### src/rtl/uart_pkg.sv
// Shared types for the UART receive path: parity selection, receiver state
// encoding and the bit-vote helper.
package uart_pkg;

  typedef enum logic [1:0] {
    NONE = 2'd0,
    ODD  = 2'd1,
    EVEN = 2'd2
  } parity_mode_t;

  typedef enum logic [2:0] {
    ST_IDLE      = 3'd0,
    ST_START     = 3'd1,
    ST_DATA      = 3'd2,
    ST_PARITY    = 3'd3,
    ST_STOP      = 3'd4,
    ST_WAIT_IDLE = 3'd5
  } rx_state_t;

  // Two-out-of-three vote used to decide each received bit.
  function automatic logic majority3(input logic a, input logic b, input logic c);
    return (a & b) | (a & c) | (b & c);
  endfunction

endpackage

### src/rtl/uart_rx_fifo.sv
// First-word-fall-through receive FIFO. A push into a full FIFO is accepted
// only when a pop happens in the same cycle; otherwise it is dropped and
// reported on o_overrun.
module uart_rx_fifo #(
  parameter int WIDTH = 10,
  parameter int DEPTH = 4
) (
  input  logic                     clk,
  input  logic                     reset_n,
  input  logic                     i_push,
  input  logic [WIDTH-1:0]         i_data,
  input  logic                     i_pop,
  output logic [WIDTH-1:0]         o_data,
  output logic                     o_valid,
  output logic                     o_overrun,
  output logic [$clog2(DEPTH):0]   o_count
);

  localparam int AW = $clog2(DEPTH);
  localparam logic [AW:0] PTR_ONE = (AW+1)'(1);

  logic [WIDTH-1:0] r_mem [DEPTH];
  logic [AW:0]      r_wrPtr;
  logic [AW:0]      r_rdPtr;
  logic             w_empty;
  logic             w_full;
  logic             w_doPop;
  logic             w_doPush;

  assign w_empty   = (r_wrPtr == r_rdPtr);
  assign w_full    = (r_wrPtr[AW] != r_rdPtr[AW]) && (r_wrPtr[AW-1:0] == r_rdPtr[AW-1:0]);
  assign w_doPop   = i_pop & ~w_empty;
  assign w_doPush  = i_push & (~w_full | w_doPop);
  assign o_overrun = i_push & w_full & ~w_doPop;
  assign o_valid   = ~w_empty;
  assign o_count   = r_wrPtr - r_rdPtr;
  assign o_data    = r_mem[r_rdPtr[AW-1:0]];

  // Read/write pointers carry one wrap bit so full and empty are distinguishable.
  always_ff @(posedge clk) begin
    if (!reset_n) begin
      r_wrPtr <= '0;
      r_rdPtr <= '0;
    end else begin
      if (w_doPush) r_wrPtr <= r_wrPtr + PTR_ONE;
      if (w_doPop)  r_rdPtr <= r_rdPtr + PTR_ONE;
    end
  end

  // Storage is not reset; only the pointers define what is valid.
  always_ff @(posedge clk) begin
    if (w_doPush) r_mem[r_wrPtr[AW-1:0]] <= i_data;
  end

endmodule

### src/rtl/uart_rx_cfg.sv
// Configurable UART receiver: synchronizes the line, votes each bit at
// mid-bit, checks parity and stop bits, flags breaks and queues each frame
// with its error flags into a small FWFT FIFO.
module uart_rx_cfg import uart_pkg::*; #(
  parameter int           CLK_FREQ_HZ = 40_000_000,
  parameter int           BAUD        = 46080,
  parameter int           DATA_BITS   = 8,
  parameter parity_mode_t PARITY      = NONE,
  parameter int           STOP_BITS   = 1,
  parameter int           FIFO_DEPTH  = 4
) (
  input  logic                          clk,
  input  logic                          reset_n,
  input  logic                          rx_i,
  output logic [DATA_BITS-1:0]          rx_data_o,
  output logic                          rx_parity_err_o,
  output logic                          rx_frame_err_o,
  output logic                          rx_valid_o,
  input  logic                          rx_ready_i,
  output logic                          overrun_o,
  output logic                          break_o,
  output logic                          busy_o,
  output logic [$clog2(FIFO_DEPTH):0]   fifo_count_o
);

  localparam int BIT_CNT = CLK_FREQ_HZ / BAUD;
  localparam int CW      = $clog2(BIT_CNT);
  localparam int FW      = DATA_BITS + 2;

  localparam logic [CW-1:0] C_LAST = CW'(BIT_CNT - 1);
  localparam logic [CW-1:0] C_S0   = CW'(BIT_CNT / 2 - 1);
  localparam logic [CW-1:0] C_S1   = CW'(BIT_CNT / 2);
  localparam logic [CW-1:0] C_VOTE = CW'(BIT_CNT / 2 + 1);
  localparam logic [CW-1:0] C_ONE  = CW'(1);
  localparam logic [3:0]    BI_LAST_DATA = 4'(DATA_BITS - 1);
  localparam logic [3:0]    BI_LAST_STOP = 4'(STOP_BITS - 1);

  if (BIT_CNT < 8) begin : g_chkBitCnt
    $error("uart_rx_cfg: CLK_FREQ_HZ/BAUD must be at least 8");
  end
  if (DATA_BITS < 5 || DATA_BITS > 9) begin : g_chkDataBits
    $error("uart_rx_cfg: DATA_BITS must be 5..9");
  end
  if (FIFO_DEPTH < 2 || (FIFO_DEPTH & (FIFO_DEPTH - 1)) != 0) begin : g_chkDepth
    $error("uart_rx_cfg: FIFO_DEPTH must be a power of two, at least 2");
  end
  if (STOP_BITS != 1 && STOP_BITS != 2) begin : g_chkStop
    $error("uart_rx_cfg: STOP_BITS must be 1 or 2");
  end

  logic                          r_sync1;
  logic                          r_sync2;
  rx_state_t                     r_state;
  logic [CW-1:0]                 r_cnt;
  logic [3:0]                    r_bitIdx;
  logic [DATA_BITS-1:0]          r_shift;
  logic                          r_samp0;
  logic                          r_samp1;
  logic                          r_parErr;
  logic                          r_frameErr;
  logic                          r_anyOne;

  logic                          w_rxs;
  logic                          w_vote;
  logic                          w_atVote;
  logic                          w_wrap;
  logic                          w_push;
  logic                          w_break;
  logic [FW-1:0]                 w_fifoIn;
  logic [FW-1:0]                 w_head;
  logic                          w_fifoValid;
  logic                          w_fifoOverrun;
  logic [$clog2(FIFO_DEPTH):0]   w_fifoCount;

  assign w_rxs    = r_sync2;
  assign w_vote   = majority3(r_samp0, r_samp1, w_rxs);
  assign w_atVote = (r_cnt == C_VOTE);
  assign w_wrap   = (r_cnt == C_LAST);
  assign w_push   = (r_state == ST_STOP) && w_atVote && (r_bitIdx == BI_LAST_STOP);
  assign w_break  = w_push & ~r_anyOne & ~w_vote;
  assign w_fifoIn = {r_frameErr | ~w_vote, r_parErr, r_shift};

  // Two-flop synchronizer; resets to the idle (high) line level.
  always_ff @(posedge clk) begin
    if (!reset_n) begin
      r_sync1 <= 1'b1;
      r_sync2 <= 1'b1;
    end else begin
      r_sync1 <= rx_i;
      r_sync2 <= r_sync1;
    end
  end

  // Bit timing, sampling and frame state machine.
  always_ff @(posedge clk) begin
    if (!reset_n) begin
      r_state    <= ST_IDLE;
      r_cnt      <= '0;
      r_bitIdx   <= '0;
      r_shift    <= '0;
      r_samp0    <= 1'b0;
      r_samp1    <= 1'b0;
      r_parErr   <= 1'b0;
      r_frameErr <= 1'b0;
      r_anyOne   <= 1'b0;
    end else begin
      if (r_state == ST_IDLE || r_state == ST_WAIT_IDLE || w_wrap) r_cnt <= '0;
      else r_cnt <= r_cnt + C_ONE;
      if (r_cnt == C_S0) r_samp0 <= w_rxs;
      if (r_cnt == C_S1) r_samp1 <= w_rxs;

      case (r_state)
        ST_IDLE: begin
          if (!w_rxs) begin
            r_state    <= ST_START;
            r_bitIdx   <= '0;
            r_parErr   <= 1'b0;
            r_frameErr <= 1'b0;
            r_anyOne   <= 1'b0;
          end
        end
        ST_START: begin
          if (w_atVote && w_vote) r_state <= ST_IDLE;
          else if (w_wrap)        r_state <= ST_DATA;
        end
        ST_DATA: begin
          if (w_atVote) begin
            r_shift <= {w_vote, r_shift[DATA_BITS-1:1]};
            if (w_vote) r_anyOne <= 1'b1;
          end
          if (w_wrap) begin
            if (r_bitIdx == BI_LAST_DATA) begin
              r_bitIdx <= '0;
              r_state  <= (PARITY == NONE) ? ST_STOP : ST_PARITY;
            end else begin
              r_bitIdx <= r_bitIdx + 4'd1;
            end
          end
        end
        ST_PARITY: begin
          if (w_atVote) begin
            r_parErr <= ((^r_shift) ^ w_vote) != (PARITY == ODD);
            if (w_vote) r_anyOne <= 1'b1;
          end
          if (w_wrap) r_state <= ST_STOP;
        end
        ST_STOP: begin
          if (w_atVote) begin
            if (!w_vote) r_frameErr <= 1'b1;
            else         r_anyOne   <= 1'b1;
            if (r_bitIdx == BI_LAST_STOP) r_state <= w_rxs ? ST_IDLE : ST_WAIT_IDLE;
          end else if (w_wrap) begin
            r_bitIdx <= r_bitIdx + 4'd1;
          end
        end
        ST_WAIT_IDLE: begin
          if (w_rxs) r_state <= ST_IDLE;
        end
        default: r_state <= ST_IDLE;
      endcase
    end
  end

  uart_rx_fifo #(
    .WIDTH (FW),
    .DEPTH (FIFO_DEPTH)
  ) u_fifo (
    .clk       (clk),
    .reset_n   (reset_n),
    .i_push    (w_push),
    .i_data    (w_fifoIn),
    .i_pop     (rx_ready_i),
    .o_data    (w_head),
    .o_valid   (w_fifoValid),
    .o_overrun (w_fifoOverrun),
    .o_count   (w_fifoCount)
  );

  assign rx_valid_o      = reset_n & w_fifoValid;
  assign rx_data_o       = rx_valid_o ? w_head[DATA_BITS-1:0] : '0;
  assign rx_parity_err_o = rx_valid_o & w_head[DATA_BITS];
  assign rx_frame_err_o  = rx_valid_o & w_head[DATA_BITS+1];
  assign overrun_o       = reset_n & w_fifoOverrun;
  assign break_o         = reset_n & w_break;
  assign busy_o          = reset_n & (r_state != ST_IDLE);
  assign fifo_count_o    = reset_n ? w_fifoCount : '0;

endmodule

### config.mk
export PLATFORM = sky130hd
export DESIGN_NAME = uart_rx_cfg
export DESIGN_NICKNAME = d
export VERILOG_FILES = /design/src/rtl/uart_pkg.sv /design/src/rtl/uart_rx_fifo.sv /design/src/rtl/uart_rx_cfg.sv
export SDC_FILE = /design/constraint.sdc
export NUM_CORES = 1
export LEC_CHECK = 0
export CORE_MARGIN = 2
export CORE_UTILIZATION = 45
export CTS_BUF_LIST = sky130_fd_sc_hd__clkbuf_4
export DETAILED_ROUTE_END_ITERATION = 6
export GPL_TIMING_DRIVEN = 0
export PLACE_DENSITY_LB_ADDON = 0.3
export SYNTH_ARGS = -nofsm -noshare
export SYNTH_HDL_FRONTEND = slang
export SYNTH_SLANG_ARGS = --single-unit
### constraint.sdc
create_clock -name clk -period 6.5 [get_ports clk]
set_input_delay 1.3 -clock clk [delete_from_list [all_inputs] [get_ports clk]]
set_output_delay 1.3 -clock clk [all_outputs]
set_load 0.03 [all_outputs]
After elaboration in Yosys (flattened, before gate mapping):

Memories as Yosys holds them, arrays and structs flattened. A register that Yosys moved wholly into a read port is not among the register bits.
Index checks and enable logic that the tools add are counted.

* reductions and logical operators: 22
* muxes and demuxes: 32
* bitwise logic cells: 26
* eq/ne operators: 27
* add/sub/neg operators: 5

Operators with widths (count)
* two-way mux 3 bit: 11
* equality test 10 x 9 -> 1 bit (second input constant): 3
* two-way mux 4 bit: 5
* != test 2 bit (second input constant): 10
* one-hot mux 3 bit (6 select lines): 1
* bitwise AND 1 bit: 15
* one-hot mux 4 bit (3 select lines): 1
* adder 10 x 1 -> 10 bit (second input constant): 1
* equality test 10 bit (second input constant): 1
* two-way mux 1 bit: 8
* two-way mux 8 bit: 1
* AND reduction 4 bit: 2
* AND reduction 8 bit: 1
* parity 8 bit: 1
* adder 3 x 1 -> 3 bit (second input constant): 2
* equality test 3 x 2 -> 1 bit (second input constant): 2
* equality test 3 bit (second input constant): 2
* != test 2 x 1 -> 1 bit (second input constant): 3
* inverter 1 bit: 6
* one-hot mux 1 bit (2 select lines): 3
* nonzero test 2 bit: 3
* nonzero test 3 bit: 2
* AND reduction 5 bit: 1
* adder 4 x 1 -> 4 bit (second input constant): 1
* other kinds (18): 26

* flip-flop bits (word level): 38
* output and inout bits: 17
* bits in writable memories: 40
* input bits: 4
* memories: 1

Memories
* u_fifo.r_mem: words 4, bits a word 10, read ports 1, clocked after memory_dff 1, write ports 1, RTL line uart_rx_fifo.sv:22 `logic [WIDTH-1:0] r_mem [DEPTH];`

Longest topological paths before layout:

* depth in word-level cells: 7
* mapped depth: 7
* gate-level depth less buffers: 7

By module:

Synthesis repeated with hierarchy kept, for this count alone.

* cells, all modules: 322
* area, all modules: 3839.9 µm²

By module, submodules not included
* uart_rx_fifo: area each 1999.4 µm², cells each 111, times used 1
* uart_rx_cfg: area each 1840.5 µm², cells each 211, times used 1

Worst setup path before layout:

OpenSTA, ideal clock, no wires.

* kind: input to output
* start: in reset_n
* end: out overrun_o
* stages: 3
* slack: 2.590 ns
* required time: 5.200 ns
* arrival: 2.610 ns
* cells stage by stage: clkbuf_1 > nand3_1 > nor4_1

* cells in the longest elaborated chain, start to end: 1

RTL lines
* from (decl): RTL line uart_rx_cfg.sv:13 `input logic reset_n,`
* bitwise AND 1 bit: RTL line uart_rx_cfg.sv:183 `assign overrun_o = reset_n & w_fifoOverrun;`
* to (decl): RTL line uart_rx_cfg.sv:20 `output logic overrun_o,`

No other way between the ends.

Worst setup path in the final report:

* start: in reset_n
* end: out rx_frame_err_o

* cells in the longest elaborated chain, start to end: 2

RTL lines
* bitwise AND 1 bit: RTL line uart_rx_cfg.sv:179 `assign rx_valid_o = reset_n & w_fifoValid;`
* bitwise AND 1 bit: RTL line uart_rx_cfg.sv:182 `assign rx_frame_err_o = rx_valid_o & w_head[DATA_BITS+1];`
* to (decl): RTL line uart_rx_cfg.sv:17 `output logic rx_frame_err_o,`

No other way between the ends.

==> impl_metrics.tcl <==
set metrics [dict create \
    via_per_inst 5.32 \
    overflow 0 \
    synth_seq_cells 80 \
    htreeDepth 3 \
    status "complete, no violations" \
    p_per_area_nw_per_um2 213 \
    period_minus_slack_ns 5.04 \
    cp_max_fo 10 \
    numPortBuffers 20 \
    worstPathCellList "clkdlybuf4s50_1 -> clkbuf_1 -> clkbuf_1 -> and3_1 -> clkdlybuf4s50_1" \
    postRouteAntennaNets 0 \
    ir_drop_uv 102 \
    total_power_uw 897 \
    dieArea_sq_um 9110 \
    cp-end-kind "output pin" \
    p_leak_uw 0.00148 \
    yosys_most_used_dff "edfxtp_1" \
    fmax_mhz 198 \
    maxCapViolCount 0 \
    antenna_found_initial 0 \
    fill_cells 736 \
    ctsResizeCount 0 \
    io-pin-count 21 \
    start_util 0.460 \
    critPathMaxStageDelay_ns 0.67 \
    start_kind "primary input" \
    cts.sinks 80 \
    pre_cts_slack_ns 1.46 \
    core_sq_um 8180 \
    numCtsBuffers 9 \
    stdcell_area_sq_um 4220 \
    arrival_ns 3.74 \
    syn_area_sq_um 3760 \
    grt_pass1_vias 2278 \
    wirelength_microns 6610 \
    cts_hold_buffers 0 \
    grt_pass1_wl_microns 11100 \
    r2r_slack_ns 4.07 \
    final_hold_viol_count 0 \
    drt_iter0_drc 79 \
    synth_cells 311 \
    final.setup_skew_ns 0.00652 \
    ys_warn_count 0 \
    drive_above_1_share 0.135 \
    synth_top_area_frac 0.319 \
    syn_to_final_growth_pct 12.1 \
    rsz0062_at_grt "no" \
    max_slew.worst_pin.slew_ns 0.691 \
    grt_max_degree 16 \
    worstPathRequired_ns 5.20 \
    vias 2406 \
    wl_per_cell_microns 14.6 \
    first_pass_iters 5 \
    place.gp.congestion 0.839 \
    drc_errors 0 \
    critPathKind "primary input to output pin" \
    n_antenna_cell 0 \
    synth_area_leader_cell "edfxtp_1" \
    layout_common_cells "40 x dfxtp_1, 40 x edfxtp_1, 20 x nor2_1, 20 x clkdlybuf4s50_1, 19 x nand2_1" \
    synth.avg_cell_area_sq_um 12.1 \
    hold_class "flop to flop" \
    slew_headroom 0.539 \
    clk_latency_ns 0.42 \
    timing.hold.ws_ns 0.424 \
    cts.clk_slew.worst_paths_ns 0.13 \
    grt_use_total 0.160 \
    setup_viol 0 \
    r2r_cells 5 \
    synthArstFlopShare 0 \
    post_cts_buffers 0 \
    dp_hpwl_microns 4660 \
    layout.nets 359 \
    placed_area_sq_um 4100 \
    ys_types 56 \
    synthTopCellsByArea "edfxtp_1 32%, dfxtp_1 21%, mux4_2 6.0%" \
    hold-path-cell-count 1 \
    ys_seq_area_frac 0.532 \
    slowest_stage "clkdlybuf4s50_1" \
    fp.dieW_microns 95.5 \
    fin_crit_sh 0.776 \
    cts_tree "done" \
    core.rowCount 33 \
    synth-edff-count 40 \
    multi_input_area_sq_um 1670 \
    fin_setup_tns_ns 0 \
    slew_violations 0 \
    floorplan.die.height_microns 95.5 \
    clockRootBuffer "clkbuf_4" \
    seq_area_sq_um 2000 \
    worst_slack_ns 1.46 \
    syn_nets 328 \
    clock_path_buffers 2 \
]
-- worst max-delay path, delay by kind of cell --
kind / cells / cell delay, ns
buf+inv: 4 / 2.20
simple gates: 1 / 0.24
-- cell usage after synthesis (2+ instances only) --
cell      number
nand2_1       19
nand2b_1       5
inv_1         11
a21oi_1        2
nand3b_1       3
and3_2         2
nor4bb_1       2
xor2_1         4
mux4_2        10
clkbuf_1       7
nand3_1       14
xnor2_1       17
edfxtp_1      40
nor2_1        20
nand3_2        2
a21boi_0       3
and3_1        12
mux2i_1       11
nor3b_1        2
ha_1          12
o41ai_1        2
and2_1         8
nor2b_1       14
nor3_1         6
buf_2          4
and2_2         4
dfxtp_1       40
o21ai_0        7
-- cells by family after synthesis --
family	Yosys count	share of synthesized area
multiplexers	21	0.0891
flip-flops	80	0.532
XOR/XNOR	21	0.0489
buffers and inverters	23	0.0243
AO/OA/AOI/OAI	27	0.0575
AND/OR/NAND/NOR	125	0.200
adder cells (fa/ha/maj)	14	0.0479
-- layout make-up --
cell class	instances	area share
plain buffers	12	0.0119
clock buffers	9	0.0160
clock inverters	7	0.0133
inverters	11	0.00979
multi-input cells	208	0.396
flip-flops and latches	80	0.474
well taps	105	0.0311
repair buffers	20	0.0474
-- stage by stage --
step                 util  std cells
CTS                 0.516        452
floorplan               -        311
finish              0.516        452
global route        0.516        452
detailed placement  0.501        436
global placement    0.501        436
-- flip-flops by register name (all words and copies together), names as in the netlist, 3 cells and up, named ones only --
signal	count
u_fifo.r_mem	40
r_cnt	10
r_shift	8
r_bitIdx	4
r_state	3
u_fifo.r_rdPtr	3
u_fifo.r_wrPtr	3
-- power breakdown --
part / total [uW] / internal, uW / switching (uW)
clock network: 266 / 82.2 / 184
registers: 538 / 531 / 7.12
logic: 93.0 / 34.3 / 58.7
total: 897 / 648 / 250
-- path summary, 6_finish.rpt --
path                                            to     start
worst max-delay path                rx_frame_err_o   reset_n
worst min-delay path                       r_sync2   r_sync1
worst max register to register  u_fifo.r_mem[3][0]  r_cnt[0]
worst min register to register             r_sync2   r_sync1
-- layer usage --
| metal | share of wire | global-route usage | up-vias | routed length [microns] |
|---|---|---|---|---|
| li1 | - | - | 1196 | - |
| met4 | 0.0089 | 0.0500 | 0 | 59 |
| met5 | 0 | 0 | - | 0 |
| met3 | 0.033 | 0.0387 | 7 | 216 |
| met1 | 0.46 | 0.206 | 1162 | 3070 |
| met2 | 0.49 | 0.269 | 41 | 3260 |
(Power assumes the default switching activity.)
